<file path="config.mk">
export PLATFORM = sky130hd
export DESIGN_NAME = mem_port_arbiter
export DESIGN_NICKNAME = d
export VERILOG_FILES = /design/src/rtl/mem_arb_pkg.sv /design/src/rtl/mem_rsp_tag_pipe.sv /design/src/rtl/mem_port_arbiter.sv
export SDC_FILE = /design/constraint.sdc
export NUM_CORES = 1
export LEC_CHECK = 0
export ABC_CLOCK_PERIOD_IN_PS = 3750
export BUFFER_PORTS_ARGS = -buffer_cell sky130_fd_sc_hd__buf_2
export CAP_MARGIN = 10
export CORE_AREA = 2 2 109 111
export DETAILED_ROUTE_END_ITERATION = 10
export DIE_AREA = 0 0 111 113
export PLACE_DENSITY_LB_ADDON = 0.3
export SLEW_MARGIN = 20
export SYNTH_ARGS = -nofsm -noshare
export SYNTH_HDL_FRONTEND = slang
export SYNTH_SLANG_ARGS = --single-unit
</file>
<file path="constraint.sdc">
create_clock -name clk -period 3.75 [get_ports clk]
set_input_delay 0.75 -clock clk [delete_from_list [all_inputs] [get_ports clk]]
set_output_delay 0.75 -clock clk [all_outputs]
set_load 0.05 [all_outputs]
</file>
<file path="src/rtl/mem_arb_pkg.sv">
// Shared types and constants for the memory port-b arbiter and its response tag pipeline.
package mem_arb_pkg;

  localparam int ADDR_W = 14;
  localparam int DATA_W = 32;

  localparam logic REQ_CPU = 1'b0;
  localparam logic REQ_LDR = 1'b1;

  typedef struct packed {
    logic              we;
    logic [ADDR_W-1:0] addr;
    logic [DATA_W-1:0] wdata;
  } mem_req_t;

  typedef struct packed {
    logic vld;
    logic id;
    logic rd;
  } rsp_tag_t;

endpackage

</file>
<file path="src/rtl/mem_rsp_tag_pipe.sv">
// Two-stage tag shift register matching the memory's 2-cycle read latency;
// steers each response's valid to the requester that issued the read.
module mem_rsp_tag_pipe
  import mem_arb_pkg::*;
(
  input  logic     clk,
  input  logic     rst,
  input  rsp_tag_t tag_i,
  output logic     rvalid0_o,
  output logic     rvalid1_o,
  output logic     busy_o
);

  rsp_tag_t s1_q, s2_q;

  always_ff @(posedge clk or posedge rst) begin
    if (rst) begin
      s1_q <= '0;
      s2_q <= '0;
    end else begin
      s1_q <= tag_i;
      s2_q <= s1_q;
    end
  end

  assign rvalid0_o = s2_q.vld && s2_q.rd && (s2_q.id == REQ_CPU);
  assign rvalid1_o = s2_q.vld && s2_q.rd && (s2_q.id == REQ_LDR);
  assign busy_o    = (s1_q.vld && s1_q.rd) || (s2_q.vld && s2_q.rd);

endmodule

</file>
<file path="src/rtl/mem_port_arbiter.sv">
// Round-robin arbiter sharing memory port b between the CPU (m0) and the
// loader (m1), with a bounded m1 burst lock and read response steering.
module mem_port_arbiter
  import mem_arb_pkg::rsp_tag_t;
  import mem_arb_pkg::REQ_CPU;
  import mem_arb_pkg::REQ_LDR;
#(
  parameter int ADDR_W   = mem_arb_pkg::ADDR_W,
  parameter int DATA_W   = mem_arb_pkg::DATA_W,
  parameter int LOCK_MAX = 16
) (
  input  logic              clk,
  input  logic              rst,
  input  logic              m0_valid,
  output logic              m0_ready,
  input  logic              m0_we,
  input  logic [ADDR_W-1:0] m0_addr,
  input  logic [DATA_W-1:0] m0_wdata,
  output logic              m0_rvalid,
  output logic [DATA_W-1:0] m0_rdata,
  input  logic              m1_valid,
  output logic              m1_ready,
  input  logic              m1_we,
  input  logic [ADDR_W-1:0] m1_addr,
  input  logic [DATA_W-1:0] m1_wdata,
  output logic              m1_rvalid,
  output logic [DATA_W-1:0] m1_rdata,
  input  logic              m1_lock,
  output logic [ADDR_W-1:0] mem_addr,
  output logic [DATA_W-1:0] mem_wdata,
  output logic [DATA_W-1:0] mem_we,
  input  logic [DATA_W-1:0] mem_rdata,
  output logic              busy
);

  localparam int CNT_W = $clog2(LOCK_MAX) + 1;

  logic             last_q, last_d;
  logic [CNT_W-1:0] lock_cnt_q, lock_cnt_d;
  logic             lock_full, lock_hold;
  logic             gnt0, gnt1;
  rsp_tag_t         tag_d;

  always_comb begin
    lock_full = (lock_cnt_q == CNT_W'(LOCK_MAX));
    // The lock only holds m1 once a contended burst is under way, so the
    // post-reset last=1 still hands the first contention to m0.
    lock_hold = m1_lock && (last_q == REQ_LDR) && (lock_cnt_q != '0) && !lock_full;
    gnt0 = 1'b0;
    gnt1 = 1'b0;
    if (!rst) begin
      if (m0_valid && m1_valid) begin
        if (lock_full)                          gnt0 = 1'b1;
        else if (lock_hold || last_q == REQ_CPU) gnt1 = 1'b1;
        else                                    gnt0 = 1'b1;
      end else begin
        gnt0 = m0_valid;
        gnt1 = m1_valid;
      end
    end
  end

  assign m0_ready = gnt0;
  assign m1_ready = gnt1;

  always_comb begin
    mem_addr  = '0;
    mem_wdata = '0;
    mem_we    = '0;
    if (gnt0) begin
      mem_addr  = m0_addr;
      mem_wdata = m0_wdata;
      mem_we    = m0_we ? '1 : '0;
    end else if (gnt1) begin
      mem_addr  = m1_addr;
      mem_wdata = m1_wdata;
      mem_we    = m1_we ? '1 : '0;
    end
  end

  always_comb begin
    last_d     = last_q;
    lock_cnt_d = lock_cnt_q;
    if (gnt0)      last_d = REQ_CPU;
    else if (gnt1) last_d = REQ_LDR;
    if (!m1_lock || gnt0)
      lock_cnt_d = '0;
    else if (gnt1 && m0_valid && !lock_full)
      lock_cnt_d = lock_cnt_q + CNT_W'(1);
  end

  always_ff @(posedge clk or posedge rst) begin
    if (rst) begin
      last_q     <= REQ_LDR;
      lock_cnt_q <= '0;
    end else begin
      last_q     <= last_d;
      lock_cnt_q <= lock_cnt_d;
    end
  end

  always_comb begin
    tag_d.vld = gnt0 || gnt1;
    tag_d.id  = gnt1;
    tag_d.rd  = (gnt0 && !m0_we) || (gnt1 && !m1_we);
  end

  mem_rsp_tag_pipe u_tag_pipe (
    .clk       (clk),
    .rst       (rst),
    .tag_i     (tag_d),
    .rvalid0_o (m0_rvalid),
    .rvalid1_o (m1_rvalid),
    .busy_o    (busy)
  );

  assign m0_rdata = mem_rdata;
  assign m1_rdata = mem_rdata;

endmodule

</file>
# Word-level counts from Yosys, hierarchy flattened
# Cells that the tools add are included.
dict set report op_classes {
  bitwise_logic 2
  mux 20
  eq_ne 1
  reduce_logical 24
  add_sub_neg 1
}
# operator count
set ops {}
lappend ops {{32-bit 2-to-1 mux} 6}
lappend ops {{14-bit 2-to-1 mux} 2}
lappend ops {{1-bit logical AND} 12}
lappend ops {{1-bit 2-to-1 mux} 10}
lappend ops {{5-bit 2-to-1 mux} 2}
lappend ops {{5-bit by 1-bit adder with 5-bit output (second input constant)} 1}
lappend ops {{5-bit == test (second input constant)} 1}
lappend ops {{1-bit logical OR} 5}
lappend ops {{5-bit nonzero test} 1}
lappend ops {{1-bit logical NOT} 4}
lappend ops {{2-bit nonzero test} 2}
lappend ops {{1-bit inverter} 2}
dict set report totals {
  regBits 12
  wordCells 56
  in_bits 131
  out_inout_bits 147
}

# Logic depth before layout (Yosys ltp)
dict set report logic_depth {
  ltp_word 12
  mapped_depth 8
  ltp_nobuf 6
}

# Modules after synthesis
# From an unflattened synthesis, not the netlist that was laid out.
dict set report hier_totals {
  hier_cells 210
  hier_area_um2 1784.2
}
# mod seq_area_each_um2 cells_per_inst instances area_each_um2
set modules_own_cells {}
lappend modules_own_cells {mem_port_arbiter 151.4 200 1 1606.5}
lappend modules_own_cells {mem_rsp_tag_pipe 150.1 10 1 177.7}

# Worst setup path after synthesis
# OpenSTA, ideal clock, no wires.
dict set report synth_timing {
  kind {input-to-output}
  from {input port rst}
  to {output port mem_we[10]}
  required_ps 3000
  arrival_time_ps 2824
  path_stages 6
  setup_slack_ps 176
  n_path_buf 2
  path_cell_list {inv_1 nand2_1 a21oi_2 buf_4 a22o_1 buf_4}
}
dict set report synth_via {
  elab_chain_cells 3
  elab_cells_between_ends 4
  classes_between {4 x mux}
}
# item line_no
set synth_lines {}
lappend synth_lines {{start, declared} mem_port_arbiter.sv:13} ;# input logic rst,
lappend synth_lines {{1-bit 2-to-1 mux} mem_port_arbiter.sv:51} ;# if (!rst) begin
lappend synth_lines {{32-bit 2-to-1 mux} mem_port_arbiter.sv:74} ;# end else if (gnt1) begin
lappend synth_lines {{32-bit 2-to-1 mux (*)} mem_port_arbiter.sv:70} ;# if (gnt0) begin
lappend synth_lines {{end, declared} mem_port_arbiter.sv:31} ;# output logic [DATA_W-1:0] mem_we,
# Mark *: on every way between the ends. The rest lies on a longest branch, timed or not.

# Final worst setup path
dict set report layout_timing {
  from {register lock_cnt_q[0]}
  to {output port mem_wdata[7]}
}
dict set report layout_via {
  elab_chain_cells 10
  elab_cells_between_ends 16
  classes_between {1 x eq/ne; 10 x mux; 5 x reduce/logical}
}
# item line_no
set layout_lines {}
lappend layout_lines {{start, declared} mem_port_arbiter.sv:39} ;# logic [CNT_W-1:0] lock_cnt_q, lock_cnt_d;
lappend layout_lines {{start signal, assigned} mem_port_arbiter.sv:98} ;# lock_cnt_q <= lock_cnt_d;
lappend layout_lines {{5-bit == test / 5-bit nonzero test (equally long branches)} {mem_port_arbiter.sv:45, mem_port_arbiter.sv:48}}
lappend layout_lines {{1-bit logical NOT / 1-bit logical AND (equally long branches)} mem_port_arbiter.sv:48} ;# lock_hold = m1_lock && (last_q == REQ_LDR) && (lock_cnt_q != '0) && !lock_full;
lappend layout_lines {{1-bit logical AND} mem_port_arbiter.sv:48}
lappend layout_lines {{1-bit logical OR} mem_port_arbiter.sv:54} ;# else if (lock_hold || last_q == REQ_CPU) gnt1 = 1'b1;
lappend layout_lines {{1-bit 2-to-1 mux} mem_port_arbiter.sv:54}
lappend layout_lines {{1-bit 2-to-1 mux} mem_port_arbiter.sv:53} ;# if (lock_full) gnt0 = 1'b1;
lappend layout_lines {{1-bit 2-to-1 mux} mem_port_arbiter.sv:52} ;# if (m0_valid && m1_valid) begin
lappend layout_lines {{1-bit 2-to-1 mux} mem_port_arbiter.sv:51}
lappend layout_lines {{32-bit 2-to-1 mux} mem_port_arbiter.sv:74}
lappend layout_lines {{32-bit 2-to-1 mux (*)} mem_port_arbiter.sv:70}
lappend layout_lines {{end, declared} mem_port_arbiter.sv:30} ;# output logic [DATA_W-1:0] mem_wdata,
# Marks and branches as above.

==> out/results.ini <==
[sta]
fin_crit_ns = 3.248
finalSetupTns_ns = 0
timing.max_slew.rel_slack = 0.7057
finalCritPeriodShare = 0.8662
worst_pin_slew_ns = 0.4404
setup_viol_count_final = 0
slew_viol_final = 0
fmax_mhz = 307.9
finalHoldViolCount = 0
hold_ws_ns = 0.3443
rsz0062_at_grt = no
skew_ns = 0.004262

[setup_path]
path_cells = inv_1, ha_1, nor3b_4, a21o_1, a21oi_4, buf_4, a22o_1, buf_2
r2r_slack_ns = 1.77
cp.arrival_ns = 2.50
slowest_stage = a21oi_4
crit_required_ns = 3.00
cp-start-kind = flip-flop
crit_path_max_fanout = 22
cp-end-kind = output port
slowest_delay_ns = 0.40
path_class = reg -> out

[clock_network]
cts_setup_buffers = 0
cts_hold_buf = 0
cts.sinks = 12
path_clk_slew_ns = 0.05
clk_latency_ns = 0.24
cts_buffers = 3
ctsHtreeMaxLevel = 1
max-clock-path-buffers = 2
cts_resized = 0
root_buffer = clkbuf_16
cts_tree = yes

[yosys]
yosysWarnings = 0
netlist_area_um2 = 1832
ys_seq_area_frac = 0.1646
yosysUniqueCellTypes = 27
avgSynthCellArea_um2 = 8.480
synth_fp_nets = 349
synth.ff_latch_count = 12
synthCells = 216

[route]
wire_per_inst_um = 13.68
drc = 0
routed-via-count = 1758
viasPerCell = 3.959
ant_nets = 0
dr.pass1.iters = 4
drt-total-wl_mm = 6.076
initialDrtViolationCount = 33

[pwr]
total_leakage_power_nw = 1.343
power.total_uw = 835.8
vdd_drop_max_mv = 0.1741
p_per_area_nw_per_um2 = 366.0

[final_layout]
antenna_cells = 0
syn_to_final_growth_pct = 24.66
nets = 435
multi_input_area_um2 = 721.9
design_area_um2 = 2283
fillers = 1238
drive_above_1_share = 0.6545
register_area_um2 = 301.5

[floorplanning]
die_y_um = 113
rows = 39
fp.dieArea_um2 = 12540
ios = 278
core_um2 = 11270
die_w_um = 111
start_util = 0.1625

[grt]
antenna_found_initial = 0
grtUsageMet2 = 0.1448
overflow = 0
track_usage = 0.09007
met3_usage = 0.02946
grt_pass1_wl_mm = 9.073
grt_max_degree = 33
busiest_layer = met2
grt_pass1_vias = 1724
grt_util_met1 = 0.1111

[flow_run]
drv_cap = 0

[hold_path]
min_path_type = reg -> reg

[status]
outcome = finished, final reports clean

[placed_design]
hpwl_mm = 5.111
gp_congestion = 0.6909
post_dp_cell_area_um2 = 2195
port_buffers = 181

## stage by stage
step,util,worst slack (ns),instances
after floorplan,-,0.1760,216
after global placement,0.1947,0.5755,440
after detailed placement,0.1947,0.5782,440
after CTS,0.2026,0.4632,444
after global routing,0.2026,0.3057,444
final,0.2026,0.5019,444
## final cells by class
| cell class | count | share of cell area |
|---|---|---|
| multi-input cells | 91 | 0.3162 |
| flip-flops and latches | 12 | 0.1321 |
| repair buffers | 187 | 0.4230 |
| clock buffers | 4 | 0.03890 |
| inverters | 7 | 0.01151 |
| well taps | 143 | 0.07836 |
## synthesized netlist by cell type (all sizes together)
library cell | n | area share
buf | 106 | 0.43
a22o | 48 | 0.23
dfrtp | 11 | 0.15
inv | 7 | 0.014
nand2 | 7 | 0.014
nor2 | 6 | 0.012
a21boi | 4 | 0.023
a21oi | 4 | 0.019
nand4 | 4 | 0.014
ha | 2 | 0.014
nand2b | 2 | 0.0068
nor2b | 2 | 0.0068
nor3 | 2 | 0.0055
o21ai | 2 | 0.0055
xnor2 | 2 | 0.0096
a2111oi | 1 | 0.0048
a21o | 1 | 0.0041
and3 | 1 | 0.0034
dfstp | 1 | 0.014
nor3b | 1 | 0.010
o22ai | 1 | 0.0034
or2 | 1 | 0.0048
## final timing paths
path / start / endpoint / cells past startpoint
hold / removal: u_tag_pipe.s1_q[1] / u_tag_pipe.s2_q[1] / 0
hold reg to reg: u_tag_pipe.s1_q[1] / u_tag_pipe.s2_q[1] / 0
setup / recovery: lock_cnt_q[0] / mem_wdata[7] / 8
setup reg to reg: lock_cnt_q[0] / u_tag_pipe.s1_q[0] / 7
min in group asynchronous: rst / lock_cnt_q[4] / 3
max in group asynchronous: rst / last_q / 3
## critical path: cells and delay by family (launching register included)
kind / cells / cell delay (ns)
buf+inv: 3 / 0.68
compound gates: 3 / 0.82
flops: 1 / 0.38
simple gates: 1 / 0.17
fa+ha+maj: 1 / 0.19
## layer usage
| layer | vias up | wire, um |
|---|---|---|
| met1 | 784 | 2411 |
| met4 | 0 | 143 |
| met3 | 20 | 730 |
| li1 | 832 | - |
| met2 | 122 | 2791 |
| met5 | - | 0 |
## layout by cell type (no fill, tap or decap)
cell type and instances:
nand2_1 7, nand4_1 4, nand2b_1 2, a2111oi_0 1, o21ai_0 2, or2_4 1, nor3b_4 1, a21boi_0 3
buf_12 1, and3_1 1, inv_1 7, dfstp_2 1, nor3_1 2, a22o_1 48, nor2b_1 2, a21boi_4 1
nor2_1 6, a21o_1 1, clkbuf_16 3, buf_2 180, dfrtp_1 11, clkbuf_8 1, o22ai_1 1, xnor2_1 2
buf_4 6, ha_1 2, a21oi_4 2, a21oi_1 2
## cell families (layout without fill, tap and decap cells)
| kind of cell | Yosys count | count (layout) | share of synthesized area |
|---|---|---|---|
| AND/OR/NAND/NOR | 26 | 26 | 0.07787 |
| AO/OA/AOI/OAI | 61 | 61 | 0.2889 |
| XOR/XNOR | 2 | 2 | 0.009565 |
| buffers and inverters | 113 | 198 | 0.4454 |
| flip-flops | 12 | 12 | 0.1646 |
| adder cells (fa/ha/maj) | 2 | 2 | 0.01366 |
## state kept, by name, summed over array words and instances (netlist names)
register,count
last_q,1
lock_cnt_q,5
u_tag_pipe.s2_q,3
u_tag_pipe.s1_q,3
## where the power goes
part	total (mW)	switching [mW]	internal, mW
clock network	0.216	0.0549	0.161
logic	0.478	0.347	0.130
registers	0.142	0.00448	0.138
No activity file was read; power rests on OpenSTA's default activity.
